==> src/rtl/vga_sync_gen_pkg.sv <==
// 640x480@60 Hz timing constants and the per-axis region encoding shared by
// the VGA sync generator and its axis counters.
package vga_timing_pkg;

  localparam int CW = 10;

  localparam int H_ACTIVE = 640;
  localparam int H_FP     = 16;
  localparam int H_SYNC   = 96;
  localparam int H_BP     = 48;
  localparam int H_TOTAL  = H_ACTIVE + H_FP + H_SYNC + H_BP;

  localparam int V_ACTIVE = 480;
  localparam int V_FP     = 10;
  localparam int V_SYNC   = 2;
  localparam int V_BP     = 33;
  localparam int V_TOTAL  = V_ACTIVE + V_FP + V_SYNC + V_BP;

  typedef enum logic [1:0] {
    ST_ACTIVE = 2'd0,
    ST_FRONT  = 2'd1,
    ST_SYNC   = 2'd2,
    ST_BACK   = 2'd3
  } region_e;

endpackage

==> src/rtl/vga_sync_gen_if.sv <==
// Video timing bundle between the sync generator (master) and the renderer
// (slave); the renderer side also supplies the divider's pixel_rate level.
interface vga_sync_gen_if #(
  parameter int CW = 10
);
  logic          pixel_rate;
  logic          hsync;
  logic          vsync;
  logic          video_on;
  logic [CW-1:0] pixel_x;
  logic [CW-1:0] pixel_y;
  logic          line_tick;
  logic          frame_tick;

  modport master (
    input  pixel_rate,
    output hsync, vsync, video_on, pixel_x, pixel_y, line_tick, frame_tick
  );

  modport slave (
    output pixel_rate,
    input  hsync, vsync, video_on, pixel_x, pixel_y, line_tick, frame_tick
  );
endinterface

==> src/rtl/vga_sync_gen_sync_axis_counter.sv <==
// One timing axis: wrap-around counter plus ACTIVE/FRONT/SYNC/BACK region FSM.
// Flags are decoded from the next state so they line up with the count shown.
module sync_axis_counter
  import vga_timing_pkg::*;
#(
  parameter int   ACTIVE = 640,
  parameter int   FP     = 16,
  parameter int   SYNC   = 96,
  parameter int   BP     = 48,
  parameter logic POL    = 1'b0,
  parameter int   CW     = vga_timing_pkg::CW
) (
  input  logic          CLK_NX,
  input  logic          reset,
  input  logic          en,
  output logic [CW-1:0] count,
  output logic          sync,
  output logic          active,
  output logic          wrap
);

  localparam int TOTAL = ACTIVE + FP + SYNC + BP;
  localparam logic [CW-1:0] LAST        = CW'(TOTAL - 1);
  localparam logic [CW-1:0] FRONT_START = CW'(ACTIVE);
  localparam logic [CW-1:0] SYNC_START  = CW'(ACTIVE + FP);
  localparam logic [CW-1:0] BACK_START  = CW'(ACTIVE + FP + SYNC);

  logic [CW-1:0] count_q, count_d;
  region_e       state_q, state_d;
  logic          sync_q, sync_d;
  logic          active_q, active_d;

  assign wrap = en && (count_q == LAST);

  // State register: reset parks the axis on its last count, inside BACK.
  always_ff @(posedge CLK_NX) begin
    if (reset) begin
      count_q  <= LAST;
      state_q  <= ST_BACK;
      sync_q   <= ~POL;
      active_q <= 1'b0;
    end else begin
      count_q  <= count_d;
      state_q  <= state_d;
      sync_q   <= sync_d;
      active_q <= active_d;
    end
  end

  // Next-state: the region changes on the tick whose new count enters the next region.
  always_comb begin
    count_d = count_q;
    state_d = state_q;
    if (en) begin
      count_d = (count_q == LAST) ? '0 : count_q + 1'b1;
      case (state_q)
        ST_ACTIVE: if (count_d == FRONT_START) state_d = ST_FRONT;
        ST_FRONT:  if (count_d == SYNC_START)  state_d = ST_SYNC;
        ST_SYNC:   if (count_d == BACK_START)  state_d = ST_BACK;
        ST_BACK:   if (count_d == '0)          state_d = ST_ACTIVE;
        default:   state_d = ST_BACK;
      endcase
    end
  end

  always_comb begin
    sync_d   = (state_d == ST_SYNC) ? POL : ~POL;
    active_d = (state_d == ST_ACTIVE);
  end

  assign count  = count_q;
  assign sync   = sync_q;
  assign active = active_q;

endmodule

==> src/rtl/vga_sync_gen.sv <==
// 640x480 VGA timing generator on CLK_NX, advanced by rising edges of the
// divider's pixel_rate level; emits sync, blanking, coordinates and tick pulses.
module vga_sync_gen
  import vga_timing_pkg::*;
#(
  parameter int   H_ACTIVE = vga_timing_pkg::H_ACTIVE,
  parameter int   H_FP     = vga_timing_pkg::H_FP,
  parameter int   H_SYNC   = vga_timing_pkg::H_SYNC,
  parameter int   H_BP     = vga_timing_pkg::H_BP,
  parameter int   V_ACTIVE = vga_timing_pkg::V_ACTIVE,
  parameter int   V_FP     = vga_timing_pkg::V_FP,
  parameter int   V_SYNC   = vga_timing_pkg::V_SYNC,
  parameter int   V_BP     = vga_timing_pkg::V_BP,
  parameter logic SYNC_POL = 1'b0,
  parameter int   CW       = vga_timing_pkg::CW
) (
  input  logic           CLK_NX,
  input  logic           reset,
  vga_sync_gen_if.master vif
);

  localparam int H_TOT = H_ACTIVE + H_FP + H_SYNC + H_BP;
  localparam int V_TOT = V_ACTIVE + V_FP + V_SYNC + V_BP;

  if (H_TOT > 2**CW || V_TOT > 2**CW) begin : g_cw_check
    $error("vga_sync_gen: CW too narrow for the configured line/frame totals");
  end

  logic          pix_q, pix_d;
  logic          line_tick_q, line_tick_d;
  logic          frame_tick_q, frame_tick_d;
  logic          tick;
  logic [CW-1:0] h_count, v_count;
  logic          h_sync, v_sync, h_active, v_active, h_wrap, v_wrap;

  // pix_q resets high so a pixel_rate already high at release is not a tick.
  assign tick = vif.pixel_rate & ~pix_q;

  sync_axis_counter #(
    .ACTIVE(H_ACTIVE), .FP(H_FP), .SYNC(H_SYNC), .BP(H_BP), .POL(SYNC_POL), .CW(CW)
  ) u_h (
    .CLK_NX(CLK_NX), .reset(reset), .en(tick),
    .count(h_count), .sync(h_sync), .active(h_active), .wrap(h_wrap)
  );

  sync_axis_counter #(
    .ACTIVE(V_ACTIVE), .FP(V_FP), .SYNC(V_SYNC), .BP(V_BP), .POL(SYNC_POL), .CW(CW)
  ) u_v (
    .CLK_NX(CLK_NX), .reset(reset), .en(h_wrap),
    .count(v_count), .sync(v_sync), .active(v_active), .wrap(v_wrap)
  );

  always_comb begin
    pix_d        = vif.pixel_rate;
    line_tick_d  = h_wrap;
    frame_tick_d = v_wrap;
  end

  always_ff @(posedge CLK_NX) begin
    if (reset) begin
      pix_q        <= 1'b1;
      line_tick_q  <= 1'b0;
      frame_tick_q <= 1'b0;
    end else begin
      pix_q        <= pix_d;
      line_tick_q  <= line_tick_d;
      frame_tick_q <= frame_tick_d;
    end
  end

  assign vif.pixel_x    = h_count;
  assign vif.pixel_y    = v_count;
  assign vif.hsync      = h_sync;
  assign vif.vsync      = v_sync;
  assign vif.video_on   = h_active & v_active;
  assign vif.line_tick  = line_tick_q;
  assign vif.frame_tick = frame_tick_q;

endmodule
==> src/flat_wrapper.sv <==
// flat-port wrapper written by rule: the top's interface ports become plain ports
module vga_sync_gen_flat import vga_timing_pkg::*;
#(
  parameter int   H_ACTIVE = vga_timing_pkg::H_ACTIVE,
  parameter int   H_FP     = vga_timing_pkg::H_FP,
  parameter int   H_SYNC   = vga_timing_pkg::H_SYNC,
  parameter int   H_BP     = vga_timing_pkg::H_BP,
  parameter int   V_ACTIVE = vga_timing_pkg::V_ACTIVE,
  parameter int   V_FP     = vga_timing_pkg::V_FP,
  parameter int   V_SYNC   = vga_timing_pkg::V_SYNC,
  parameter int   V_BP     = vga_timing_pkg::V_BP,
  parameter logic SYNC_POL = 1'b0,
  parameter int   CW       = vga_timing_pkg::CW
)
  (CLK_NX, reset, vif_pixel_rate, vif_hsync, vif_vsync, vif_video_on, vif_pixel_x, vif_pixel_y, vif_line_tick, vif_frame_tick);
  vga_sync_gen_if #(.CW(CW)) vif_i ();
  input  logic CLK_NX;
  input  logic reset;
  input wire logic [$bits(vif_i.pixel_rate)-1:0] vif_pixel_rate;
  output wire logic [$bits(vif_i.hsync)-1:0] vif_hsync;
  output wire logic [$bits(vif_i.vsync)-1:0] vif_vsync;
  output wire logic [$bits(vif_i.video_on)-1:0] vif_video_on;
  output wire logic [$bits(vif_i.pixel_x)-1:0] vif_pixel_x;
  output wire logic [$bits(vif_i.pixel_y)-1:0] vif_pixel_y;
  output wire logic [$bits(vif_i.line_tick)-1:0] vif_line_tick;
  output wire logic [$bits(vif_i.frame_tick)-1:0] vif_frame_tick;
  assign vif_i.pixel_rate = vif_pixel_rate;
  assign vif_hsync = vif_i.hsync;
  assign vif_vsync = vif_i.vsync;
  assign vif_video_on = vif_i.video_on;
  assign vif_pixel_x = vif_i.pixel_x;
  assign vif_pixel_y = vif_i.pixel_y;
  assign vif_line_tick = vif_i.line_tick;
  assign vif_frame_tick = vif_i.frame_tick;
  vga_sync_gen #(.H_ACTIVE(H_ACTIVE), .H_FP(H_FP), .H_SYNC(H_SYNC), .H_BP(H_BP), .V_ACTIVE(V_ACTIVE), .V_FP(V_FP), .V_SYNC(V_SYNC), .V_BP(V_BP), .SYNC_POL(SYNC_POL), .CW(CW)) u_core (.CLK_NX(CLK_NX), .reset(reset), .vif(vif_i));
endmodule
==> config.mk <==
export PLATFORM = sky130hd
export DESIGN_NAME = vga_sync_gen_flat
export DESIGN_NICKNAME = d
export VERILOG_FILES = /design/src/rtl/vga_sync_gen_pkg.sv /design/src/rtl/vga_sync_gen_if.sv /design/src/rtl/vga_sync_gen_sync_axis_counter.sv /design/src/rtl/vga_sync_gen.sv /design/src/flat_wrapper.sv
export SDC_FILE = /design/constraint.sdc
export NUM_CORES = 1
export LEC_CHECK = 0
export BUFFER_PORTS_ARGS = -buffer_cell sky130_fd_sc_hd__buf_2
export CELL_PAD_IN_SITES_DETAIL_PLACEMENT = 0
export CELL_PAD_IN_SITES_GLOBAL_PLACEMENT = 2
export CORE_UTILIZATION = 35
export CTS_BUF_LIST = sky130_fd_sc_hd__clkbuf_8
export DETAILED_ROUTE_END_ITERATION = 8
export HOLD_SLACK_MARGIN = 0.08
export PLACE_DENSITY_LB_ADDON = 0.1
export SYNTH_ARGS = -nofsm -noshare
export SYNTH_HDL_FRONTEND = slang
export SYNTH_SLANG_ARGS = --single-unit
==> constraint.sdc <==
create_clock -name CLK_NX -period 3.4 [get_ports CLK_NX]
set_input_delay 0.17 -clock CLK_NX [delete_from_list [all_inputs] [get_ports CLK_NX]]
set_output_delay 0.17 -clock CLK_NX [all_outputs]
set_load 0.05 [all_outputs]
==> impl_metrics.json, run 1 <==
{
  "drv_cap": 0,
  "start_util": 0.367,
  "ys_types": 62,
  "path_common_cell": "or4b_1",
  "cts_hold_buf": 0,
  "cp_cell_sequence": "inv_1 > ha_1 > or4b_1 > o22ai_1 > a31oi_1 > or4b_1 > o211ai_2 > nor3b_1",
  "viasPerCell": 5.62,
  "grt_pass1_wl_um": 9110,
  "io_pins": 28,
  "ys_warn_count": 0,
  "r2r_start": "u_core.u_v.count[0]",
  "path_buf_inv": 1,
  "end_kind": "register",
  "dp_hpwl_um": 3760,
  "powerDensity_mw_per_mm2": 402,
  "syn_area_per_cell_um2": 7.93,
  "gr-total-overflow": 0,
  "dp_slack_ns": 0.648,
  "root_buffer": "clkbuf_8",
  "hp-class": "in2reg",
  "skew_ns": 0.0143,
  "min_period_ns": 2.81,
  "synth_cells": 256,
  "synth_area_leaders": "dfxtp_1 (31%), nand2_1 (4.6%), xor2_1 (3.9%)",
  "p_leak_nw": 0.857,
  "crit_path_start": "u_core.u_v.count[0]",
  "critical_path_cell_count": 8,
  "wl_per_cell_um": 15.5,
  "status": "finished, final reports clean",
  "fp.coreArea_mm2": 0.00554,
  "ys_ff_latch": 31,
  "critPathSlowestCell": "dfxtp_1",
  "insertion_delay_ns": 0.29,
  "cp-start-kind": "register",
  "rsz0062_at_grt": "no",
  "fin_crit_sh": 0.826,
  "n_antenna_cell": 0,
  "nNetsFinal": 280,
  "ant_nets": 0,
  "fin_tns_setup_ns": 0,
  "syn_nets": 262,
  "antenna_found_initial": 0,
  "clk_pin_slew_worst_paths_ns": 0.08,
  "die_width_um": 78.2,
  "path_class": "reg2reg",
  "r2r_slack_ns": 0.59,
  "yosysTopAreaCellShare": 0.306,
  "relSlewSlack": 0.610,
  "r2r_cells": 8,
  "drive_gt1_frac": 0.175,
  "critical_path_required_ns": 3.60,
  "timing.rr.end": "u_core.u_v.active",
  "die-area_mm2": 0.00611,
  "fmax_mhz": 356,
  "cts_buffers": 5,
  "post_cts_buffers": 0,
  "worst_pin_slew_ns": 0.585,
  "finalPower_uw": 927,
  "drc": 0,
  "vias": 1950,
  "synth_area_mm2": 0.00203,
  "grt_util_all_layers": 0.189,
  "design_area_mm2": 0.00231,
  "die_h_um": 78.2,
  "max_stage_delay_ns": 0.59,
  "port_buffers": 27,
  "worstPathMaxFanout": 14,
  "place_congestion": 0.788,
  "arrival_ns": 3.01,
  "cts_resized": 0,
  "drt-initial-drc-count": 120,
  "grt_pass1_vias": 1765,
  "rows": 27,
  "setup_violations": 0,
  "synth_top_area_cell": "dfxtp_1",
  "peakVddDrop_v": 0.000155,
  "timing.critical_path.to": "u_core.u_v.active",
  "synthFlopType": "dfxtp_1",
  "cp_top_family": "simple AND/OR/NAND/NOR gates",
  "cts_sinks": 31,
  "max-clock-path-buffers": 2,
  "async_flop_share": 0,
  "hold_viol": 0,
  "routed_wl_um": 5380,
  "utilization": 0.416,
  "dpl-instance-area_mm2": 0.00220,
  "cts_tree": "built",
  "htree_levels": 2,
  "synth_edf_count": 0,
  "grt_max_degree": 28,
  "first_pass_iters": 4,
  "seq_area_frac_synth": 0.306,
  "area_delta_synth_final_pct": 13.6,
  "layout_setup_ws_ns": 0.592,
  "slew_violations": 0
}
## synth_stat cells (2+ instances only)
library cell   n
or2_1          2
xnor2_1        2
nor2b_1        4
or3_1          5
nand4bb_1      3
a311oi_1       2
nor3_1         9
o211ai_1       3
nand3_1        9
buf_2          3
or4b_1         2
dfxtp_1       31
a41oi_1        3
nor2_1        20
nand4b_1       4
o31ai_1        2
a211o_1        4
a21o_1         4
o21ai_1        4
a221o_1        3
nand2_1       25
or4_1          2
a211oi_1       2
o21ai_0        8
clkbuf_1      16
a21oi_1       15
nand4_1        6
o21bai_1       2
and3_1         5
nand2b_1       5
and2_1         2
ha_1           3
inv_1          5
nor4_1         2
xor2_1         9
o31a_1         2
nand3b_1       3
## routing by layer
metal | vias up | wire length (um) | GRT usage
met4 | 0 | 48 | 0.0444
met2 | 38 | 2150 | 0.265
met1 | 920 | 2910 | 0.288
met3 | 5 | 277 | 0.0395
met5 | - | 0 | 0
li1 | 987 | - | -
## cell families (layout without fill, tap and decap cells)
| family | Yosys count | after routing | share of synthesized area |
|---|---|---|---|
| adders and majority gates | 3 | 3 | 0.0185 |
| DFF | 31 | 31 | 0.306 |
| buffers and inverters | 26 | 45 | 0.0536 |
| AOI/OAI and AO/OA | 68 | 68 | 0.247 |
| and+or+nand+nor | 117 | 117 | 0.328 |
| xor gates and xnor gates | 11 | 11 | 0.0474 |
## worst min path at each step
stage	from	endpoint	slack (ns)	depth (start not counted)
finish	vif_pixel_rate	u_core.pix_q	0.10	2
global route	vif_pixel_rate	u_core.pix_q	0.1	2
CTS	vif_pixel_rate	u_core.pix_q	0.09	2
detailed placement	vif_pixel_rate	u_core.pix_q	0.39	2
global placement	vif_pixel_rate	u_core.pix_q	0.38	2
floorplan	vif_pixel_rate	u_core.pix_q	0.28	1
## report_power, final
part / internal [mW] / switching, mW
combinational: 0.0653 / 0.128
sequential: 0.376 / 0.0250
clock: 0.184 / 0.148
total: 0.626 / 0.301
## cell type report
type,instances,area (um^2)
clock buffer,7,96.3
clock inverter,1,7.51
fill,613,3230
inverter,5,18.8
multi-input combinational,199,1300
sequential,31,621
tap,72,90.1
timing repair buffer,32,173
## registers in the layout (all words and copies together), names as in the netlist
register               cells
u_core.u_h.sync            1
u_core.u_h.count          10
u_core.u_v.count          10
u_core.u_v.sync            1
u_core.vif.frame_tick      1
u_core.pix_q               1
u_core.u_h.active          1
u_core.vif.line_tick       1
u_core.u_v.active          1
u_core.u_v.state_q         2
u_core.u_h.state_q         2
## worst register-to-register path, cell delays in order (launching register included)
cell	delay (ns)
dfxtp_1	0.59
inv_1	0.09
ha_1	0.36
or4b_1	0.48
o22ai_1	0.20
a31oi_1	0.14
or4b_1	0.53
o211ai_2	0.10
nor3b_1	0.21
## stage by stage
stage          std cells  hold slack, ns
3_5_place_dp         339           0.390
2_1_floorplan        256           0.277
6_report             347           0.102
4_1_cts              347          0.0922
5_1_grt              347          0.0971
3_3_place_gp         339           0.383
## cells in the final DEF (no fill, tap or decap), drive strengths merged, types with 3 or more instances in the layout
master    n
nand4     6
nand3b    3
a41oi     3
nor2     20
o21ai    12
clkbuf    7
nor4      3
a21oi    15
a221o     3
nand2    25
a21o      4
and3      5
nor3      9
inv       5
nand3     9
xor2      9
ha        3
nand4b    4
a211o     4
o211ai    4
o31ai     3
dfxtp    31
or2       3
or3       6
buf      32
nand2b    5
nor2b     4
nand4bb   3
Note: power is estimated with default switching activity, not from simulation.
==> run 2, diff against run 1 <==
--- a/config.mk
+++ b/config.mk
@@ -5,10 +5,11 @@
 export SDC_FILE = /design/constraint.sdc
 export NUM_CORES = 1
 export LEC_CHECK = 0
+export ABC_AREA = 1
 export BUFFER_PORTS_ARGS = -buffer_cell sky130_fd_sc_hd__buf_2
 export CELL_PAD_IN_SITES_DETAIL_PLACEMENT = 0
 export CELL_PAD_IN_SITES_GLOBAL_PLACEMENT = 2
-export CORE_UTILIZATION = 35
+export CORE_UTILIZATION = 31
 export CTS_BUF_LIST = sky130_fd_sc_hd__clkbuf_8
 export DETAILED_ROUTE_END_ITERATION = 8
 export HOLD_SLACK_MARGIN = 0.08
==> constraint.sdc (replaced) <==
create_clock -name CLK_NX -period 2.9 [get_ports CLK_NX]
set_input_delay 0.145 -clock CLK_NX [delete_from_list [all_inputs] [get_ports CLK_NX]]
set_output_delay 0.145 -clock CLK_NX [all_outputs]
set_load 0.05 [all_outputs]
==> run 2 against run 1 <==
  * Global-route usage decreased by 0.14 points
  * First-iteration DRC count decreased by 30%
  * Clock skew shrank 0.011 ns
==> impl_metrics.json, run 2 <==
{
  "async_flop_share": 0,
  "routed_wl_um": 5370,
  "fp.coreArea_mm2": 0.00599,
  "die-area_mm2": 0.00658,
  "worstPathMaxFanout": 9,
  "synth.most_common_cell": "nand2_1",
  "syn_nets": 314,
  "first_pass_iters": 4,
  "port_buffers": 27,
  "cts_sinks": 31,
  "synth_area_mm2": 0.00194,
  "rows": 28,
  "grt_util_all_layers": 0.187,
  "viasPerCell": 4.79,
  "relSlewSlack": 0.555,
  "syn_area_per_cell_um2": 6.30,
  "critPathSlowestCell": "dfxtp_1",
  "setup_violations": 0,
  "hold_viol": 0,
  "place_congestion": 0.781,
  "grt_max_degree": 20,
  "max_stage_delay_ns": 0.50,
  "synth_edf_count": 0,
  "die_h_um": 81.1,
  "path_class": "reg2reg",
  "yosys-top-cells-count": "nand2_1 (80), inv_1 (45), nand3_1 (36)",
  "finalPower_mw": 1.23,
  "io_pins": 28,
  "synth_cells": 308,
  "gr-total-overflow": 0,
  "peakVddDrop_v": 0.000168,
  "status": "finished, final reports clean",
  "drive_gt1_frac": 0.196,
  "cp-start-kind": "register",
  "hp-class": "in2reg",
  "powerDensity_mw_per_mm2": 538,
  "seqPwrFrac": 0.379,
  "synthFlopType": "dfxtp_1",
  "seq_area_frac_synth": 0.320,
  "layout_common_cells": "nand2_1 (80), inv_1 (45), nand3_1 (36)",
  "cts_resized": 0,
  "cts_buffers": 5,
  "pwr-share-comb": 0.255,
  "ant_nets": 0,
  "p_sw_frac": 0.346,
  "cp_top_family": "simple AND/OR/NAND/NOR gates",
  "layout_commonest_cell": "nand2_1",
  "fin_tns_setup_ns": 0,
  "multiInputGateArea_mm2": 0.00110,
  "ys_ff_latch": 31,
  "fillers": 662,
  "n_antenna_cell": 0,
  "rsz0062_at_grt": "no",
  "clk_pin_slew_worst_paths_ns": 0.07,
  "power.switching_uw": 427,
  "arrival_ns": 2.32,
  "cts_tree": "built",
  "p_clk_frac": 0.366,
  "synth_area_leaders": "dfxtp_1 (32%), nand2_1 (15%), nand3_1 (9.3%)",
  "die_width_um": 81.1,
  "root_buffer": "clkbuf_8",
  "dp_hpwl_um": 4070,
  "grt_pass1_vias": 1978,
  "path_common_cell": "nand2_1",
  "nNetsFinal": 347,
  "wl_per_cell_um": 12.9,
  "ys_types": 27,
  "skew_ns": 0.00312,
  "worst_pin_slew_ns": 0.667,
  "p_leak_nw": 1.23,
  "drv_cap": 0,
  "area_delta_synth_final_pct": 18.3,
  "htree_levels": 2,
  "slew_violations": 0,
  "fin_crit_sh": 0.740,
  "synth_top_area_cell": "dfxtp_1",
  "cp_cell_sequence": "ha_1 > nand2_1 > nor2_1 > nand2_1 > nand2_1 > inv_1 > nand2_2 > nand2_1 > nor2_1 > nand3_1 > o21ai_2 > o21ai_2 > or2_1",
  "fmax_mhz": 466,
  "p_int_uw": 807,
  "max-clock-path-buffers": 2,
  "start_util": 0.324,
  "path_buf_inv": 1,
  "critical_path_required_ns": 3.08,
  "min_period_ns": 2.15,
  "antenna_found_initial": 0,
  "register_area_um2": 621,
  "insertion_delay_ns": 0.28,
  "ys_warn_count": 0,
  "vias": 1997,
  "grt_pass1_wl_um": 9290,
  "drc": 0,
  "yosysTopAreaCellShare": 0.320,
  "end_kind": "register",
  "drt-initial-drc-count": 84
}
==> run 2: cell types whose count changed after synthesis, moves of 11 or more <==
| cell | delta |
|---|---|
| nand2_1 | +55 |
| inv_1 | +40 |
| nand3_1 | +27 |
| clkbuf_1 | -13 |
| nor2_2 | +11 |
==> run 2: kinds of logic after synthesis <==
kind of cell	synth area share
DFF	0.320
AOI/OAI and AO/OA	0.117
buffers and inverters	0.112
xor gates and xnor gates	0.00452
adders and majority gates	0.0194
and+or+nand+nor	0.427
==> run 2: worst paths after layout <==
path / from / endpoint / slack, ns / cells past startpoint
max: u_core.u_v.count[0] / u_core.u_v.state_q[1] / 0.75 / 13
min: reset / u_core.vif.line_tick / 0.22 / 2
max reg2reg: u_core.u_v.count[0] / u_core.u_v.state_q[1] / 0.75 / 13
min reg2reg: u_core.u_h.count[1] / u_core.u_h.count[1] / 0.51 / 2
==> run 2: area by class of cell <==
class / instances / area share
inverter: 51 / 0.0845
sequential: 31 / 0.270
clock inverter: 2 / 0.0153
clock buffer: 6 / 0.0360
multi-input combinational: 221 / 0.480
tap: 75 / 0.0409
timing repair buffer: 31 / 0.0731
==> run 2: stage by stage <==
step	std cells	hold slack, ns	instance area, um^2	setup slack (ns)	utilization
after floorplan	308	0.241	1940	0.662	-
after global placement	408	0.329	2170	0.738	0.362
after detailed placement	408	0.336	2170	0.761	0.362
after CTS	417	0.216	2290	0.755	0.383
after global routing	417	0.232	2290	0.452	0.383
final	417	0.216	2290	0.754	0.383
==> run 2: metal layers <==
metal / GRT usage / vias up / wire, um
met4: 0.0714 / 0 / 102
met2: 0.344 / 34 / 2700
met5: 0 / - / 0
met1: 0.213 / 911 / 2430
met3: 0.0348 / 8 / 145
li1: - / 1044 / -
==> run 2: repair_timing <==
item	CTS	global route
endpoints found under the hold margin	1	0
hold buffers	1	0
buffers inserted	0	0
==> run 2: power by group through the flow <==
| stage | clock, mW | combinational [mW] | sequential (mW) |
|---|---|---|---|
| 2_1_floorplan | 0 | 0.197 | 0.523 |
| 6_report | 0.452 | 0.315 | 0.468 |
| 3_3_place_gp | 0 | 0.322 | 0.477 |
| 3_5_place_dp | 0 | 0.316 | 0.478 |
| 4_1_cts | 0.467 | 0.318 | 0.468 |
| 5_1_grt | 0.487 | 0.355 | 0.472 |
